<file path="src/rtl/branch_resolver_if.sv">
// Branch resolver bundle: fetch-stage prediction lookup, execute-stage resolve, registered redirect.
// Latency: prediction/direction/comparator mode 0 cycles; flush/redirect/illegal 1 cycle.
// Backpressure: none, the resolver accepts every cycle; BRANCH_PERF_EN adds the perf count outputs.
interface branch_resolver_if #(
  parameter int DATA_WIDTH = 32
);
  logic [DATA_WIDTH-1:0] i_fetch_pc;
  logic                  o_pred_taken;
  logic                  i_ex_valid;
  logic [2:0]            i_ex_funct3;
  logic [DATA_WIDTH-1:0] i_ex_pc;
  logic                  i_ex_pred_taken;
  logic                  o_BranchOp;
  logic                  BrEq;
  logic                  BrLT;
  logic                  o_taken;
  logic                  o_flush;
  logic                  o_redirect_taken;
  logic                  o_illegal;
`ifdef BRANCH_PERF_EN
  logic [31:0]           o_br_count;
  logic [31:0]           o_mispred_count;
`endif

  modport master (
`ifdef BRANCH_PERF_EN
    input  o_br_count,
    input  o_mispred_count,
`endif
    output i_fetch_pc,
    output i_ex_valid,
    output i_ex_funct3,
    output i_ex_pc,
    output i_ex_pred_taken,
    output BrEq,
    output BrLT,
    input  o_pred_taken,
    input  o_BranchOp,
    input  o_taken,
    input  o_flush,
    input  o_redirect_taken,
    input  o_illegal
  );

  modport slave (
`ifdef BRANCH_PERF_EN
    output o_br_count,
    output o_mispred_count,
`endif
    input  i_fetch_pc,
    input  i_ex_valid,
    input  i_ex_funct3,
    input  i_ex_pc,
    input  i_ex_pred_taken,
    input  BrEq,
    input  BrLT,
    output o_pred_taken,
    output o_BranchOp,
    output o_taken,
    output o_flush,
    output o_redirect_taken,
    output o_illegal
  );
endinterface

</file>
<file path="src/rtl/branch_resolver.sv">
// Conditional-branch resolver with a 2-bit saturating-counter BHT; BRANCH_PERF_EN adds perf counters.
// Latency: o_taken/o_pred_taken/o_BranchOp 0 cycles; flush, illegal and counter updates 1 cycle.
// Backpressure: none; a resolve arriving while o_flush is high is squashed.
module branch_resolver #(
  parameter int DATA_WIDTH  = 32,
  parameter int BHT_ENTRIES = 16
) (
  input  logic             i_clk,
  input  logic             i_rst_n,
  branch_resolver_if.slave bus
);
  localparam int IDX_W = $clog2(BHT_ENTRIES);

  typedef logic [1:0] ctr_t;
  localparam ctr_t CTR_RESET = 2'b01;
  localparam ctr_t CTR_MAX   = 2'b11;
  localparam ctr_t CTR_MIN   = 2'b00;

  ctr_t             bht [BHT_ENTRIES];
  logic [IDX_W-1:0] fetchIdx;
  logic [IDX_W-1:0] exIdx;
  ctr_t             exCtr;
  ctr_t             exCtrNext;

  logic flushQ;
  logic redirQ;
  logic illegalQ;
  logic live;
  logic legal;
  logic dirRaw;
  logic taken;
  logic accepted;
  logic mispred;
  logic illegalHit;

  assign fetchIdx = bus.i_fetch_pc[IDX_W+1:2];
  assign exIdx    = bus.i_ex_pc[IDX_W+1:2];

  // Lookup reads the array directly, so a same-cycle update is only seen after the edge.
  assign bus.o_pred_taken = bht[fetchIdx][1];
  assign bus.o_BranchOp   = bus.i_ex_funct3[2] & bus.i_ex_funct3[1];

  // The branch sitting in execute during a flush cycle is on the wrong path.
  assign live = bus.i_ex_valid & ~flushQ;

  always_comb begin
    legal  = 1'b1;
    dirRaw = 1'b0;
    case (bus.i_ex_funct3)
      3'b000:  dirRaw = bus.BrEq;
      3'b001:  dirRaw = ~bus.BrEq;
      3'b100:  dirRaw = bus.BrLT;
      3'b110:  dirRaw = bus.BrLT;
      3'b101:  dirRaw = ~bus.BrLT;
      3'b111:  dirRaw = ~bus.BrLT;
      default: legal  = 1'b0;
    endcase
  end

  assign taken       = live & legal & dirRaw;
  assign accepted    = live & legal;
  assign mispred     = accepted & (taken != bus.i_ex_pred_taken);
  assign illegalHit  = live & ~legal;
  assign bus.o_taken = taken;

  always_comb begin
    exCtr     = bht[exIdx];
    exCtrNext = exCtr;
    if (taken) begin
      if (exCtr != CTR_MAX) exCtrNext = exCtr + 2'd1;
    end else begin
      if (exCtr != CTR_MIN) exCtrNext = exCtr - 2'd1;
    end
  end

  always_ff @(posedge i_clk or negedge i_rst_n) begin
    if (!i_rst_n) begin
      for (int i = 0; i < BHT_ENTRIES; i++) begin
        bht[i] <= CTR_RESET;
      end
    end else if (accepted) begin
      bht[exIdx] <= exCtrNext;
    end
  end

  always_ff @(posedge i_clk or negedge i_rst_n) begin
    if (!i_rst_n) begin
      flushQ   <= 1'b0;
      redirQ   <= 1'b0;
      illegalQ <= 1'b0;
    end else begin
      flushQ   <= mispred;
      redirQ   <= mispred & taken;
      illegalQ <= illegalHit;
    end
  end

  assign bus.o_flush          = flushQ;
  assign bus.o_redirect_taken = redirQ;
  assign bus.o_illegal        = illegalQ;

`ifdef BRANCH_PERF_EN
  logic [31:0] brCount;
  logic [31:0] mispredCount;

  always_ff @(posedge i_clk or negedge i_rst_n) begin
    if (!i_rst_n) begin
      brCount      <= 32'd0;
      mispredCount <= 32'd0;
    end else begin
      if (accepted) brCount      <= brCount + 32'd1;
      if (mispred)  mispredCount <= mispredCount + 32'd1;
    end
  end

  assign bus.o_br_count      = brCount;
  assign bus.o_mispred_count = mispredCount;
`endif
endmodule

</file>
<file path="src/flat_wrapper.sv">
// flat-port wrapper written by rule: the top's interface ports become plain ports
module branch_resolver_flat 
#(
  parameter int DATA_WIDTH  = 32,
  parameter int BHT_ENTRIES = 16
)
  (i_clk, i_rst_n, bus_i_fetch_pc, bus_i_ex_valid, bus_i_ex_funct3, bus_i_ex_pc, bus_i_ex_pred_taken, bus_BrEq, bus_BrLT, bus_o_pred_taken, bus_o_BranchOp, bus_o_taken, bus_o_flush, bus_o_redirect_taken, bus_o_illegal);
  branch_resolver_if #(.DATA_WIDTH(DATA_WIDTH)) bus_i ();
  input  logic i_clk;
  input  logic i_rst_n;
  input wire logic [$bits(bus_i.i_fetch_pc)-1:0] bus_i_fetch_pc;
  input wire logic [$bits(bus_i.i_ex_valid)-1:0] bus_i_ex_valid;
  input wire logic [$bits(bus_i.i_ex_funct3)-1:0] bus_i_ex_funct3;
  input wire logic [$bits(bus_i.i_ex_pc)-1:0] bus_i_ex_pc;
  input wire logic [$bits(bus_i.i_ex_pred_taken)-1:0] bus_i_ex_pred_taken;
  input wire logic [$bits(bus_i.BrEq)-1:0] bus_BrEq;
  input wire logic [$bits(bus_i.BrLT)-1:0] bus_BrLT;
  output wire logic [$bits(bus_i.o_pred_taken)-1:0] bus_o_pred_taken;
  output wire logic [$bits(bus_i.o_BranchOp)-1:0] bus_o_BranchOp;
  output wire logic [$bits(bus_i.o_taken)-1:0] bus_o_taken;
  output wire logic [$bits(bus_i.o_flush)-1:0] bus_o_flush;
  output wire logic [$bits(bus_i.o_redirect_taken)-1:0] bus_o_redirect_taken;
  output wire logic [$bits(bus_i.o_illegal)-1:0] bus_o_illegal;
  assign bus_i.i_fetch_pc = bus_i_fetch_pc;
  assign bus_i.i_ex_valid = bus_i_ex_valid;
  assign bus_i.i_ex_funct3 = bus_i_ex_funct3;
  assign bus_i.i_ex_pc = bus_i_ex_pc;
  assign bus_i.i_ex_pred_taken = bus_i_ex_pred_taken;
  assign bus_i.BrEq = bus_BrEq;
  assign bus_i.BrLT = bus_BrLT;
  assign bus_o_pred_taken = bus_i.o_pred_taken;
  assign bus_o_BranchOp = bus_i.o_BranchOp;
  assign bus_o_taken = bus_i.o_taken;
  assign bus_o_flush = bus_i.o_flush;
  assign bus_o_redirect_taken = bus_i.o_redirect_taken;
  assign bus_o_illegal = bus_i.o_illegal;
  branch_resolver #(.DATA_WIDTH(DATA_WIDTH), .BHT_ENTRIES(BHT_ENTRIES)) u_core (.i_clk(i_clk), .i_rst_n(i_rst_n), .bus(bus_i));
endmodule
</file>
<file path="config.mk">
export PLATFORM = sky130hd
export DESIGN_NAME = branch_resolver_flat
export DESIGN_NICKNAME = d
export VERILOG_FILES = /design/src/rtl/branch_resolver_if.sv /design/src/rtl/branch_resolver.sv /design/src/flat_wrapper.sv
export SDC_FILE = /design/constraint.sdc
export NUM_CORES = 1
export LEC_CHECK = 0
export ABC_AREA = 1
export BUFFER_PORTS_ARGS = -buffer_cell sky130_fd_sc_hd__buf_2
export CORE_UTILIZATION = 42
export DETAILED_ROUTE_END_ITERATION = 12
export GPL_TIMING_DRIVEN = 1
export PLACE_DENSITY = 0.76
export RECOVER_POWER = 100
export SLEW_MARGIN = 5
export SYNTH_ARGS = -nofsm -noshare
export SYNTH_HDL_FRONTEND = slang
export SYNTH_SLANG_ARGS = --single-unit
</file>
<file path="constraint.sdc">
create_clock -name i_clk -period 1.32 [get_ports i_clk]
set_input_delay 0.066 -clock i_clk [delete_from_list [all_inputs] [get_ports i_clk]]
set_output_delay 0.066 -clock i_clk [all_outputs]
set_load 0.03 [all_outputs]
</file>
## Word-level counts from Yosys, hierarchy flattened

Cells that the tools add are included.

| word-level totals | value |
|---|---|
| flip-flop bits (word level) | 35 |
| input bits | 73 |
| output and inout bits | 6 |
| logic and storage cells | 64 |

| operators by class | value |
|---|---|
| magnitude comparators | 3 |
| bitwise gates (word level) | 13 |
| reductions and logical operators | 6 |
| add/subtract/negate cells | 2 |
| mux-type cells | 14 |
| eq/ne operators | 7 |

Operators with widths:

| operator | number |
|---|---|
| 32-bit bitwise mux | 1 |
| 2-bit binary-select mux with 4-bit select | 2 |
| 2-bit two-way mux | 8 |
| 3-bit == test (second input constant) | 4 |
| 5-bit greater-or-equal comparator (second input constant) | 2 |
| 4-bit inverter with 5-bit output | 2 |
| 2-bit demux with 4-bit select | 1 |
| 1-bit AND | 7 |
| 6-bit OR reduction | 1 |
| 5-bit by 1-bit < comparator with 1-bit output (second input constant) | 1 |
| 1-bit inverter | 4 |
| 1-bit case mux with 4 select lines | 1 |
| 2-bit OR reduction | 2 |
| 3-bit by 1-bit == test with 1-bit output (second input constant) | 1 |
| 3-bit zero test | 1 |
| 2-bit by 1-bit adder with 2-bit output (second input constant) | 1 |
| 2-bit inequality test (second input constant) | 1 |
| 2-bit nonzero test | 1 |
| 2-bit by 1-bit subtractor with 2-bit output (second input constant) | 1 |
| 1-bit logical AND | 1 |
| 1-bit two-way mux | 1 |
| 1-bit inequality test | 1 |

## Depth between registers and ports, before layout

Gate-level depths: netlist of run 1.

| logic depth | value |
|---|---|
| depth after elaboration | 8 |
| depth in mapped cells | 15 |
| gate-level depth less buffers | 13 |

## Least setup slack after synthesis of run 1

No wires, ideal clock.

| path | value |
|---|---|
| path kind | register to output |
| start | reg u_core.bht[21] (netlist name) |
| end | out bus_o_pred_taken |
| buffers on the path | 0 |
| path slack | -0.156 ns |
| required time | 1.254 ns |
| stages on the path, launching flop included | 7 |
| arrival | 1.410 ns |
| path through | dfrtp_1 -> inv_1 -> a21oi_1 -> o21ai_0 -> o211ai_1 -> o21ai_0 -> o21ai_0 |

| on the way | value |
|---|---|
| cells in the longest elaborated chain, start to end | 3 |

RTL lines:

| item | RTL line | RTL |
|---|---|---|
| start: declaration | branch_resolver.sv:19 | `ctr_t bht [BHT_ENTRIES];` |
| start signal: indexed assignment | branch_resolver.sv:82 | `bht[exIdx] <= exCtrNext;` |
| 2-bit binary-select mux with 4-bit select | branch_resolver.sv:40 | `assign bus.o_pred_taken = bht[fetchIdx][1];` |
| 2-bit two-way mux (not written as such) (2 in series) | branch_resolver.sv:40 |  |
| end: declaration | flat_wrapper.sv:18 | `output wire logic [$bits(bus_i.o_pred_taken)-1:0] bus_o_pred_taken;` |

No other way between the ends. The select of a mux whose other input is x is not followed.

## Worst setup path in the final report of run 1

| path | value |
|---|---|
| start | reg u_core.bht[22] (netlist name) |
| end | reg u_core.bht[26] (netlist name) |

| on the way | value |
|---|---|
| cells in the longest elaborated chain, start to end | 7 |
| elaborated cells between the ends (all ways) | 11 |
| those cells by class | 2 x add/sub; 1 x eq/ne; 7 x mux; 1 x reduce/logical |

RTL lines:

| item | RTL line | RTL |
|---|---|---|
| 2-bit binary-select mux with 4-bit select * | branch_resolver.sv:67 | `exCtr = bht[exIdx];` |
| 2-bit two-way mux (not written as such) * (2 in series) | branch_resolver.sv:67 |  |
| 2-bit by 1-bit subtractor with 2-bit output, or another cell as far along | branch_resolver.sv:72 | `if (exCtr != CTR_MIN) exCtrNext = exCtr - 2'd1;` |
| 2-bit two-way mux, on equally long branches | branch_resolver.sv:72, branch_resolver.sv:70 |  |
| 2-bit two-way mux * | branch_resolver.sv:69 | `if (taken) begin` |
| 32-bit bitwise mux * | branch_resolver.sv:82 |  |

Mark *: on every way between the ends. The rest lies on a longest branch, timed or not. The select of a mux whose other input is x is not followed.
A chain may end at the register's enable or synchronous reset.

==> results.ini, run 1 <==
[status]
status = finished, violations left
violations = setup timing

[hold_path]
min_path_type = input port to flip-flop
hold_path.startpoint = bus_i_ex_valid

[clock_network]
root_buffer = clkbuf_8
insertion_delay_ns = 0.30
cts_tree = yes
numCtsBuffers = 5
cts_max_level = 2
clkTransAtPathRegs_ns = 0.08
clock_path_buffers = 2
cts_num_sinks = 35

[detailed_routing]
drt-vias-per-instance = 5.19
vias = 2482
wirelength_um = 7390
ant_nets = 0
drcViolationCount = 0
routedWlPerCell_um = 15.5
drt-initial-drc-count = 201
drt_pass1_iterations = 5

[power]
total_power_w = 0.00275
vdd_drop_max_mv = 0.508
p_sw_frac = 0.318
power_leakage_nw = 1.57
powerDensity_nw_per_um2 = 845
p_switching_w = 0.000873
pwr-share-seq = 0.438
power_frac_comb = 0.236
p_int_w = 0.00187
clkPwrFrac = 0.326

[global_route]
overflow = 0
track_usage = 0.225
antenna_found_initial = 0
grt_pass1_wl_um = 10700
grt_max_degree = 36
grt_pass1_vias = 2330

[finish]
drive_gt1_frac = 0.426
regArea_um2 = 897
multi_input_area_um2 = 1510
final_common_cell = nand2_1
diodes = 0
final_cells = 478
fill_cells = 481
finalNetCount = 478
layout_common_cells = nand2_1 (139), buf_4 (35), nand3_2 (32)
area_delta_synth_final_pct = 33.9

[worst_setup_path]
r2r_slack_ns = -0.30
crit_path_top_delay_cell = dfstp_2
path_max_fanout = 8
critical_path.cell_chain = nand2_2, nand2_2, nand2_1, nand2_1, nand2_1, nand2_2, nor2_4, nand2_4, nand2_4, nand3_2, nand2_1
end_kind = flip-flop
cp.required_ns = 1.57
crit_type = flip-flop to flip-flop
start_kind = flip-flop
critPathMaxStageDelay_ns = 0.38
arrival_ns = 1.86
r2r-start = u_core.bht[22]$_DFFE_PN1P_
startpoint = u_core.bht[22]$_DFFE_PN1P_
cpMostUsedCell = nand2_1

[synth]
avgSynthCellArea_um2 = 7.18
synthCells = 338
yosysUniqueCellTypes = 24
ys_seq_area_frac = 0.369
ys_warn_count = 0
synth_fp_nets = 411
synth_area_um2 = 2430
ys_ff_latch = 35

[timing]
layout_setup_ws_ns = -0.297
period_needed_ns = 1.62
slew_headroom = 0.386
setup_violations = 34
skew_ns = 0.00792
hold_viol_final = 0
tightestPinTransition_ns = 0.921
fin_crit_sh = 1.23
max_freq_mhz = 618
rsz0062_at_grt = yes
drv_slew = 0

[floorplan]
die_w_um = 78.0
placementRows = 27
ioPinCount = 79
core-area_um2 = 5540
start_util = 0.438
die_y_um = 78.0
fp.dieArea_um2 = 6090

[place]
dp.cells = 461
hpwl_um = 4320
io_buffer_count = 22
gp_congestion = 0.858

[run]
cap_viol_max_count = 0

kinds of logic after synthesis:
family	share of synthesized area
flops	0.369
buf+inv	0.113
mux	0.0165
simple gates	0.460
compound gates	0.0417
area by class of cell:
type / instances / area share
inverter: 41 / 0.0497
tap: 72 / 0.0277
timing repair buffer: 66 / 0.152
multi-input combinational: 256 / 0.463
clock buffer: 8 / 0.0308
sequential: 35 / 0.276
power groups by stage:
stage | Combinational (W) | Clock [W] | Sequential [W]
floorplan | 0.000335 | 0 | 0.00122
global placement | 0.000486 | 0 | 0.00121
detailed placement | 0.000495 | 0 | 0.00122
CTS | 0.000528 | 0.000894 | 0.00120
global route | 0.000694 | 0.000930 | 0.00121
finish | 0.000647 | 0.000896 | 0.00120
metrics by stage:
| stage | utilization | area (um^2) | setup slack [ns] | TNS [ns] | hold slack, ns |
|---|---|---|---|---|---|
| after floorplan | - | 2440 | -0.0774 | -1.16 | -0.230 |
| after global routing | 0.587 | 3250 | -0.371 | -11.22 | 0.0754 |
| final | 0.587 | 3250 | -0.297 | -8.90 | 0.0180 |
| after CTS | 0.544 | 3020 | -0.256 | -5.58 | 0.0281 |
| after detailed placement | 0.510 | 2830 | -0.216 | -5.78 | 0.0440 |
| after global placement | 0.510 | 2830 | -0.181 | -4.98 | 0.0402 |
layer usage:
layer / share of wire / track usage
met1: 0.41 / 0.301
met5: 0 / 0
met4: 0.027 / 0.0889
met3: 0.068 / 0.0395
met2: 0.49 / 0.363
cell usage after synthesis, drive strengths merged:
cell,number,area share
o211ai,3,0.0093
buf,9,0.049
or2,2,0.0052
nand3b,1,0.0031
o21ai,9,0.019
a21oi,5,0.010
clkinv,1,0.0015
nand3,33,0.11
nor2,27,0.045
nor3,1,0.0021
nand2,167,0.30
dfstp,16,0.17
o311ai,1,0.0036
mux2i,4,0.016
dfrtp,19,0.20
inv,40,0.062
state kept, by name, indices dropped and copies added (netlist names):
register	cells
u_core.bht	32
u_core.bus.o_flush	1
u_core.bus.o_illegal	1
u_core.bus.o_redirect_taken	1
worst max-delay path, delay by kind of cell (launching register included):
kind / cells / cell delay, ns
simple gates: 11 / 1.18
flops: 1 / 0.38
repair_timing:
item	in CTS	in global routing
setup endpoints to repair	34	34
endpoints found under the hold margin	37	0
hold buffers	2	0
cloned	0	3
setup buffers	1	3
pin swaps	2	24
gates resized for setup	23	40
path summary, 6_finish.rpt:
path	end	cells after the start
max in group asynchronous	u_core.bus.o_flush$_DFF_PN0_	3
min	u_core.bus.o_illegal$_DFF_PN0_	3
max	u_core.bht[26]$_DFFE_PN1P_	11
min in group asynchronous	u_core.bht[15]$_DFFE_PN0P_	3
max reg2reg	u_core.bht[26]$_DFFE_PN1P_	11
min reg2reg	u_core.bht[18]$_DFFE_PN1P_	2
(Power assumes the default switching activity.)
==> inputs of run 2 (changes only) <==
--- a/config.mk
+++ b/config.mk
@@ -10,7 +10,7 @@
 export CORE_UTILIZATION = 42
 export DETAILED_ROUTE_END_ITERATION = 12
 export GPL_TIMING_DRIVEN = 1
-export PLACE_DENSITY = 0.76
+export PLACE_DENSITY = 0.71
 export RECOVER_POWER = 100
 export SLEW_MARGIN = 5
 export SYNTH_ARGS = -nofsm -noshare
==> results.ini, run 2 (synthesis gave the netlist of run 1 again) <==
[status]
status = finished, violations left  ; unchanged
violations = setup timing  ; unchanged

[floorplan]
die_w_um = 78.0  ; unchanged
placementRows = 27  ; unchanged
core-area_um2 = 5540  ; unchanged
die_y_um = 78.0  ; unchanged
fp.dieArea_um2 = 6090  ; unchanged
start_util = 0.438  ; unchanged
ioPinCount = 79  ; unchanged

[timing]
hold_viol_final = 0  ; unchanged
slew_headroom = 0.635  ; was 0.386
max_freq_mhz = 617  ; was 618 MHz
rsz0062_at_grt = yes  ; unchanged
drv_slew = 0  ; unchanged
setup_violations = 34  ; unchanged
skew_ns = 0.00687  ; was 0.00792 ns
period_needed_ns = 1.62  ; about the same
fin_crit_sh = 1.23  ; about the same
tightestPinTransition_ns = 0.538  ; was 0.921 ns
layout_setup_ws_ns = -0.302  ; was -0.297 ns

[worst_setup_path]
cp.required_ns = 1.25  ; was 1.57 ns
arrival_ns = 1.56  ; was 1.86 ns
start_kind = flip-flop  ; unchanged
startpoint = u_core.bht[13]$_DFFE_PN0P_  ; was u_core.bht[22]$_DFFE_PN1P_
end_kind = output port  ; was flip-flop
r2r_end = u_core.bht[31]$_DFFE_PN0P_  ; was u_core.bht[26]$_DFFE_PN1P_
crit_type = flip-flop to output port  ; was flip-flop to flip-flop
r2r-start = u_core.bus.o_flush$_DFF_PN0_  ; was u_core.bht[22]$_DFFE_PN1P_
r2r_slack_ns = -0.27  ; was -0.30 ns
path_max_fanout = 2  ; was 8
crit_end = bus_o_pred_taken  ; was u_core.bht[26]$_DFFE_PN1P_
reg2regPathDepth = 9  ; was 11

[global_route]
overflow = 0  ; unchanged
grt_pass1_wl_um = 12100  ; was 10,700 um
grt_max_degree = 20  ; was 36
grt_pass1_vias = 2509  ; was 2,330
track_usage = 0.260  ; was 0.225
antenna_found_initial = 0  ; unchanged

[clock_network]
insertion_delay_ns = 0.30  ; about the same
root_buffer = clkbuf_8  ; unchanged
numCtsBuffers = 5  ; unchanged
clock_path_buffers = 2  ; unchanged
cts_max_level = 2  ; unchanged
clkTransAtPathRegs_ns = 0.07  ; was 0.08 ns
cts_num_sinks = 35  ; unchanged
cts_tree = yes  ; unchanged

[detailed_routing]
drt-vias-per-instance = 5.15  ; was 5.19
drt-initial-drc-count = 234  ; was 201
drt_pass1_iterations = 4  ; was 5
wirelength_um = 7490  ; was 7390 um
drcViolationCount = 0  ; unchanged
routedWlPerCell_um = 15.4  ; was 15.5 um
ant_nets = 0  ; unchanged
vias = 2504  ; was 2,482

[place]
gp_congestion = 0.915  ; was 0.858
hpwl_um = 4490  ; was 4320 um
io_buffer_count = 22  ; unchanged
preCtsSetupSlack_ns = -0.247  ; was -0.216 ns
dp.cells = 463  ; was 461

[power]
vdd_drop_max_mv = 0.566  ; was 0.508 mV
power_leakage_nw = 1.64  ; was 1.57 nW
powerDensity_nw_per_um2 = 831  ; was 845 nW/um^2

[finish]
fill_cells = 480  ; was 481
finalNetCount = 486  ; was 478
area_delta_synth_final_pct = 37.5  ; was 33.9%
multi_input_area_um2 = 1510  ; about the same
largest_reg_flops = 32  ; unchanged
final_common_cell = nand2_1  ; unchanged
layout_common_cells = nand2_1 (141), buf_4 (41), nand3_2 (32)  ; was nand2_1 (139), buf_4 (35), nand3_2 (32)
drive_gt1_frac = 0.411  ; was 0.426
diodes = 0  ; unchanged
regArea_um2 = 897  ; unchanged
final_cells = 486  ; was 478
top_register = u_core.bht  ; unchanged
fin_util = 0.603  ; was 0.587

[hold_path]
min_path_type = input port to flip-flop  ; unchanged

[run]
cap_viol_max_count = 0  ; unchanged

-- run 2: changes by cell type in the layout (fill, tap and decap cells not counted), moves of 2 or more --
cell	change
o21ai_0	+2
inv_2	-3
buf_12	+2
nand2_4	-3
mux2i_1	+2
nand2_2	-2
nor2_2	-3
buf_4	+6
nand2_1	+2
nor2_1	+3
nand2_8	+4
-- run 2: final cells by class --
class | count | area share
tap | 72 | 0.0270
timing repair buffer | 73 | 0.171
sequential | 35 | 0.269
inverter | 41 | 0.0517
clock buffer | 8 | 0.0300
multi-input combinational | 257 | 0.452
-- run 2: metal layers --
| metal | vias up | wire length, um | GRT usage |
|---|---|---|---|
| li1 | 1200 | - | - |
| met1 | 1175 | 3130 | 0.335 |
| met2 | 102 | 3680 | 0.427 |
| met3 | 27 | 479 | 0.0395 |
| met4 | 0 | 202 | 0.122 |
| met5 | - | 0 | 0 |
-- run 2: metrics by stage --
stage	TNS, ns	power, W	hold slack, ns	cell area, um^2
2_1_floorplan	-1.16	0.00156	-0.230	2440
3_3_place_gp	-5.65	0.00171	0.0592	2840
3_5_place_dp	-6.13	0.00172	0.0635	2840
4_1_cts	-5.10	0.00273	0.0252	3280
5_1_grt	-10.01	0.00288	0.0367	3340
6_report	-7.28	0.00277	0.0221	3340
-- run 2: worst min-delay path by stage --
stage,start,to,depth (start not counted)
6_report,bus_i_ex_valid,u_core.bus.o_illegal$_DFF_PN0_,3
3_3_place_gp,i_rst_n,u_core.bht[1]$_DFFE_PN0P_,1
2_1_floorplan,i_rst_n,u_core.bht[11]$_DFFE_PN0P_,0
4_1_cts,bus_i_ex_valid,u_core.bus.o_illegal$_DFF_PN0_,3
5_1_grt,bus_i_ex_valid,u_core.bus.o_illegal$_DFF_PN0_,3
3_5_place_dp,i_rst_n,u_core.bht[1]$_DFFE_PN0P_,1
-- run 2: repair_timing --
item | in CTS | in global routing
gates cloned | 4 | 0
setup endpoints to repair | 34 | 34
endpoints found under the hold margin | 13 | 0
setup buffers | 6 | 3
pin swaps | 27 | 17
hold buffers | 2 | 0
resized for setup | 42 | 13
-- run 2: where the power goes --
group / internal, W / switching [W]
registers: 0.00117 / 0.0000368
logic: 0.000260 / 0.000434
clock network: 0.000477 / 0.000402
-- run 2: worst max-delay path: stages (launching register included) --
cell and delay [ns]:
dfrtp_1 0.39, buf_6 0.12, inv_2 0.04, a21oi_2 0.04, o21ai_1 0.10, o21ai_1 0.12, o211ai_1 0.16, o21ai_1 0.11
buf_4 0.18
